--- config.mk ---
export PLATFORM = sky130hd
export DESIGN_NAME = serial_subtractor_flat
export DESIGN_NICKNAME = d
export VERILOG_FILES = /design/src/rtl/serial_subtractor_if.sv /design/src/rtl/serial_subtractor.sv /design/src/flat_wrapper.sv
export SDC_FILE = /design/constraint.sdc
export NUM_CORES = 1
export LEC_CHECK = 0
export BUFFER_PORTS_ARGS = -buffer_cell sky130_fd_sc_hd__buf_2
export CORE_MARGIN = 1.5
export CORE_UTILIZATION = 35
export DETAILED_ROUTE_END_ITERATION = 6
export PLACE_DENSITY = 0.55
export SKIP_LAST_GASP = 1
export SLEW_MARGIN = 30
export SYNTH_ARGS = -nofsm -noshare
export SYNTH_HDL_FRONTEND = slang
export SYNTH_SLANG_ARGS = --single-unit
--- constraint.sdc ---
create_clock -name clk -period 3 [get_ports clk]
set_clock_uncertainty 0.05 [all_clocks]
set_input_delay 0.3 -clock clk [delete_from_list [all_inputs] [get_ports clk]]
set_output_delay 0.3 -clock clk [all_outputs]
set_load 0.03 [all_outputs]
--- src/rtl/serial_subtractor_if.sv ---
`default_nettype none
// ============================================================================
// Module  : serial_subtractor_if
// Brief   : Start/done handshake, operands and results of the serial subtractor.
// Revision: 1.0 - initial release
// ============================================================================
interface serial_subtractor_if #(
  parameter int WIDTH = 8
);
  logic             start;
  logic [WIDTH-1:0] a;
  logic [WIDTH-1:0] b;
  logic             busy;
  logic             done;
  logic [WIDTH-1:0] diff;
  logic             borrow;
  logic             sbit;
  logic             sbit_valid;

  modport master (
    output start, a, b,
    input  busy, done, diff, borrow, sbit, sbit_valid
  );

  modport slave (
    input  start, a, b,
    output busy, done, diff, borrow, sbit, sbit_valid
  );
endinterface
`default_nettype wire

--- src/rtl/serial_subtractor.sv ---
`default_nettype none
// ============================================================================
// Module  : serial_subtractor
// Brief   : Bit-serial A - B, LSB first, one full-subtractor cell plus borrow FF.
// Revision: 1.0 - initial release
// ============================================================================
module serial_subtractor #(
  parameter int WIDTH = 8
) (
  input  logic              clk,
  input  logic              rst_n,
  serial_subtractor_if.slave bus
);

  localparam int CNT_W = (WIDTH > 2) ? $clog2(WIDTH) : 1;
  localparam logic [CNT_W-1:0] C_LAST = CNT_W'(WIDTH - 1);

  typedef enum logic [1:0] {
    S_IDLE  = 2'd0,
    S_SHIFT = 2'd1,
    S_DONE  = 2'd2
  } state_t;

  state_t           state_q,      state_d;
  logic [WIDTH-1:0] a_sr_q,       a_sr_d;
  logic [WIDTH-1:0] b_sr_q,       b_sr_d;
  logic [WIDTH-1:0] res_sr_q,     res_sr_d;
  logic             br_q,         br_d;
  logic [CNT_W-1:0] cnt_q,        cnt_d;
  logic             busy_q,       busy_d;
  logic             done_q,       done_d;
  logic [WIDTH-1:0] diff_q,       diff_d;
  logic             borrow_q,     borrow_d;
  logic             sbit_q,       sbit_d;
  logic             sbit_valid_q, sbit_valid_d;

  logic             w_dbit;
  logic             w_bout;
  logic [WIDTH-1:0] w_res_next;

  assign w_dbit     = a_sr_q[0] ^ b_sr_q[0] ^ br_q;
  assign w_bout     = (~a_sr_q[0] & b_sr_q[0]) | (~(a_sr_q[0] ^ b_sr_q[0]) & br_q);
  assign w_res_next = {w_dbit, res_sr_q[WIDTH-1:1]};

  always_ff @(posedge clk or negedge rst_n) begin
    if (!rst_n) begin
      state_q      <= S_IDLE;
      a_sr_q       <= '0;
      b_sr_q       <= '0;
      res_sr_q     <= '0;
      br_q         <= 1'b0;
      cnt_q        <= '0;
      busy_q       <= 1'b0;
      done_q       <= 1'b0;
      diff_q       <= '0;
      borrow_q     <= 1'b0;
      sbit_q       <= 1'b0;
      sbit_valid_q <= 1'b0;
    end else begin
      state_q      <= state_d;
      a_sr_q       <= a_sr_d;
      b_sr_q       <= b_sr_d;
      res_sr_q     <= res_sr_d;
      br_q         <= br_d;
      cnt_q        <= cnt_d;
      busy_q       <= busy_d;
      done_q       <= done_d;
      diff_q       <= diff_d;
      borrow_q     <= borrow_d;
      sbit_q       <= sbit_d;
      sbit_valid_q <= sbit_valid_d;
    end
  end

  always_comb begin
    state_d      = state_q;
    a_sr_d       = a_sr_q;
    b_sr_d       = b_sr_q;
    res_sr_d     = res_sr_q;
    br_d         = br_q;
    cnt_d        = cnt_q;
    busy_d       = busy_q;
    done_d       = 1'b0;
    diff_d       = diff_q;
    borrow_d     = borrow_q;
    sbit_d       = sbit_q;
    sbit_valid_d = 1'b0;

    case (state_q)
      // DONE accepts a new start exactly like IDLE, giving back-to-back operation.
      S_IDLE, S_DONE: begin
        if (bus.start) begin
          a_sr_d  = bus.a;
          b_sr_d  = bus.b;
          br_d    = 1'b0;
          cnt_d   = '0;
          busy_d  = 1'b1;
          state_d = S_SHIFT;
        end else begin
          state_d = S_IDLE;
        end
      end
      S_SHIFT: begin
        a_sr_d       = a_sr_q >> 1;
        b_sr_d       = b_sr_q >> 1;
        res_sr_d     = w_res_next;
        br_d         = w_bout;
        cnt_d        = cnt_q + CNT_W'(1);
        sbit_d       = w_dbit;
        sbit_valid_d = 1'b1;
        if (cnt_q == C_LAST) begin
          diff_d   = w_res_next;
          borrow_d = w_bout;
          done_d   = 1'b1;
          busy_d   = 1'b0;
          state_d  = S_DONE;
        end
      end
      default: begin
        state_d = S_IDLE;
        busy_d  = 1'b0;
      end
    endcase
  end

  assign bus.busy       = busy_q;
  assign bus.done       = done_q;
  assign bus.diff       = diff_q;
  assign bus.borrow     = borrow_q;
  assign bus.sbit       = sbit_q;
  assign bus.sbit_valid = sbit_valid_q;

endmodule
`default_nettype wire

--- src/flat_wrapper.sv ---
// flat-port wrapper written by rule: the top's interface ports become plain ports
module serial_subtractor_flat 
#(
  parameter int WIDTH = 8
)
  (clk, rst_n, bus_start, bus_a, bus_b, bus_busy, bus_done, bus_diff, bus_borrow, bus_sbit, bus_sbit_valid);
  serial_subtractor_if #(.WIDTH(WIDTH)) bus_i ();
  input  logic clk;
  input  logic rst_n;
  input wire logic [$bits(bus_i.start)-1:0] bus_start;
  input wire logic [$bits(bus_i.a)-1:0] bus_a;
  input wire logic [$bits(bus_i.b)-1:0] bus_b;
  output wire logic [$bits(bus_i.busy)-1:0] bus_busy;
  output wire logic [$bits(bus_i.done)-1:0] bus_done;
  output wire logic [$bits(bus_i.diff)-1:0] bus_diff;
  output wire logic [$bits(bus_i.borrow)-1:0] bus_borrow;
  output wire logic [$bits(bus_i.sbit)-1:0] bus_sbit;
  output wire logic [$bits(bus_i.sbit_valid)-1:0] bus_sbit_valid;
  assign bus_i.start = bus_start;
  assign bus_i.a = bus_a;
  assign bus_i.b = bus_b;
  assign bus_busy = bus_i.busy;
  assign bus_done = bus_i.done;
  assign bus_diff = bus_i.diff;
  assign bus_borrow = bus_i.borrow;
  assign bus_sbit = bus_i.sbit;
  assign bus_sbit_valid = bus_i.sbit_valid;
  serial_subtractor #(.WIDTH(WIDTH)) u_core (.clk(clk), .rst_n(rst_n), .bus(bus_i));
endmodule
==> metrics <==
routed len/inst=13.7 um; Seq/Total Area, Yosys=0.514; Area growth syn-to-layout=15.0%; most frequent cells in the layout=45 x mux2i_1, 41 x dfrtp_1, 30 x buf_2; minimum clock period=1680 ps; # placed instances=235; IR drop worst, VDD=0.000324 V; Ys Warns=0; Setup WS post-layout=1320 ps; H-tree levels=2; type of origin of the critical path=flip-flop; WL final=3.35 mm; register bit count reported by yosys=41; number of hold violations in the final report=0; Worst Hold Class=in2reg; Starting DRT DRC Count=31; die width=78.5 um; Layout Utilization=0.417; Root Buffer=clkbuf_8; GRT busiest layer=met2; static leakage=1.17 nW; Die Area=0.00617 sq mm; share of post-route cells with drive strength above 1=0.355; critical path peak fanout=14; GRT Overall Usage=0.123; Arr. time, crit path=1820 ps; worst-margin pin slew=588 ps; via count=1161; global-route wire length before repair=5.84 mm; syn avg cell area=14.3 sq um; nets@finish=193; GR met3 Demand/Resource=0.0395; clock-pin slew on the worst setup and hold paths=80 ps; Clk Latency, worst-skew pair=290 ps; CORE AREA=0.00551 sq mm; diodes inserted=0; drt first pass iters=3; Post-Syn Instances=140; initial antenna violation count=0; clock buffer depth=2; vias in the first global route=1231; unrepaired setup endpoints after global routing=no; routability cong.=0.758; Fin Setup TNS=0 ps; pre-CTS setup slack=1310 ps; total power=0.00239 W; DP HPWL=2.27 mm; GR Util met2=0.187; Synth cell types=21; total CTS buffers=5; starting density of the core=0.363; fin crit share=0.562; die height=78.5 um; Port Buffers=31; TritonCTS clock tree=done; Cell Pwr Density=1040 mW/mm^2; Final Slew Violations=0; Filler cells=529; Fmax achieved=594 MHz; final setup fails=0; Worst setup EP type=flip-flop; Max-Cap Viols=0; CTS sink count=41; Row Count=27; # DRC=0; GR Util met1=0.163; Setup Crit Path Kind=reg2reg; outcome=finished clean; Congestion Overflow GR=0; pin count of the biggest net entering global routing=42; final antenna-violating net count=0; commonest non-fill, non-tap cell in the layout=mux2i_1; Cell Count, Final, Fillers Out=244; CP required=3130 ps; number of setup buffers added after CTS=0; Slew HR=0.608; Ports=32; # resized after CTS=0; Syn Nets=162; Vias/cell=4.76; post-synthesis cell area=0.00200 sq mm
==> through the flow <==
stage | hold slack (ps) | cell area (sq um)
after floorplan | -45.6 | 2000
after detailed placement | 439 | 2160
after global placement | 432 | 2160
after CTS | 131 | 2280
after global routing | 251 | 2300
final | 237 | 2300
==> registers in the layout (all words and copies together) (netlist names) <==
name                   count
u_core.bus.sbit_valid      1
u_core.br_q                1
u_core.bus.done            1
u_core.a_sr_q              8
u_core.bus.diff            8
u_core.state_q             2
u_core.res_sr_q            7
u_core.b_sr_q              8
u_core.bus.busy            1
u_core.cnt_q               3
u_core.bus.borrow          1
==> synth_stat cells <==
| cell | number | area, sq um |
|---|---|---|
| xnor2_1 | 1 | 8.76 |
| nor2_1 | 3 | 11.3 |
| dfrtp_1 | 41 | 1030 |
| nand3b_4 | 1 | 20.0 |
| buf_4 | 3 | 22.5 |
| a32o_1 | 1 | 10.0 |
| nand3_1 | 2 | 10.0 |
| inv_1 | 6 | 22.5 |
| a22o_1 | 3 | 26.3 |
| o2bb2ai_1 | 1 | 8.76 |
| ha_1 | 2 | 25.0 |
| mux2_2 | 11 | 124 |
| nand2b_1 | 2 | 12.5 |
| buf_2 | 2 | 10.0 |
| buf_8 | 1 | 15.0 |
| fa_1 | 1 | 20.0 |
| o21ai_0 | 2 | 10.0 |
| nand2b_4 | 1 | 13.8 |
| buf_6 | 4 | 45.0 |
| mux2i_1 | 45 | 450 |
| mux2_4 | 7 | 105 |
==> per-layer routing <==
metal	share of wire	up-vias
li1	-	561
met1	0.49	568
met2	0.45	26
met3	0.044	6
met4	0.016	0
met5	0	-
==> what timing repair did <==
item / in CTS / in global routing
endpoints found under the hold margin: 0 / 41
hold buffers: 0 / 1
setup endpoints to repair: 0 / 0
==> worst paths after layout <==
check | start | to | slack (ps) | cells after the start
worst max register to register | u_core.state_q[1]$_DFFE_PN0P_ | u_core.cnt_q[2]$_DFFE_PN0P_ | 1320 | 3
worst max-delay path | u_core.state_q[1]$_DFFE_PN0P_ | u_core.cnt_q[2]$_DFFE_PN0P_ | 1320 | 3
min in group asynchronous | rst_n | u_core.bus.diff[5]$_DFFE_PN0P_ | 480 | 2
max in group asynchronous | rst_n | u_core.state_q[0]$_DFFE_PN0P_ | 2070 | 2
worst min-delay path | bus_b[4] | u_core.b_sr_q[4]$_DFFE_PN0P_ | 240 | 3
worst min register to register | u_core.bus.diff[7]$_DFFE_PN0P_ | u_core.bus.diff[7]$_DFFE_PN0P_ | 460 | 1
==> cell type report <==
class | instances | area [sq um] | area share
Clock buffer | 6 | 82.6 | 0.0359
Inverter | 6 | 22.5 | 0.00980
Clock inverter | 2 | 37.5 | 0.0163
Timing Repair Buffer | 34 | 183 | 0.0795
Sequential cell | 41 | 1030 | 0.447
Tap cell | 72 | 90.1 | 0.0392
Multi-Input combinational cell | 83 | 856 | 0.373
==> critical path, cell delays in order (launching register included) <==
cell	delay (ps)
dfrtp_1	610
buf_4	320
mux2_2	360
a22o_1	220
==> where the power goes <==
| group | switching, W | total (W) | internal [W] |
|---|---|---|---|
| clock | 0.000191 | 0.000462 | 0.000271 |
| sequential | 0.000192 | 0.000990 | 0.000797 |
| combinational | 0.000462 | 0.000942 | 0.000481 |
==> logic make-up (layout without fill, tap and decap cells) <==
logic type,Yosys count,in the layout,share of synthesized area
AOI/OAI and AO/OA,7,7,0.0276
xor gates and xnor gates,1,1,0.00439
adders and majority gates,3,3,0.0226
buffers and inverters,16,48,0.0576
DFF,41,41,0.514
muxes,63,63,0.340
and+or+nand+nor,9,9,0.0338
Note: power is estimated with default switching activity, not from simulation.
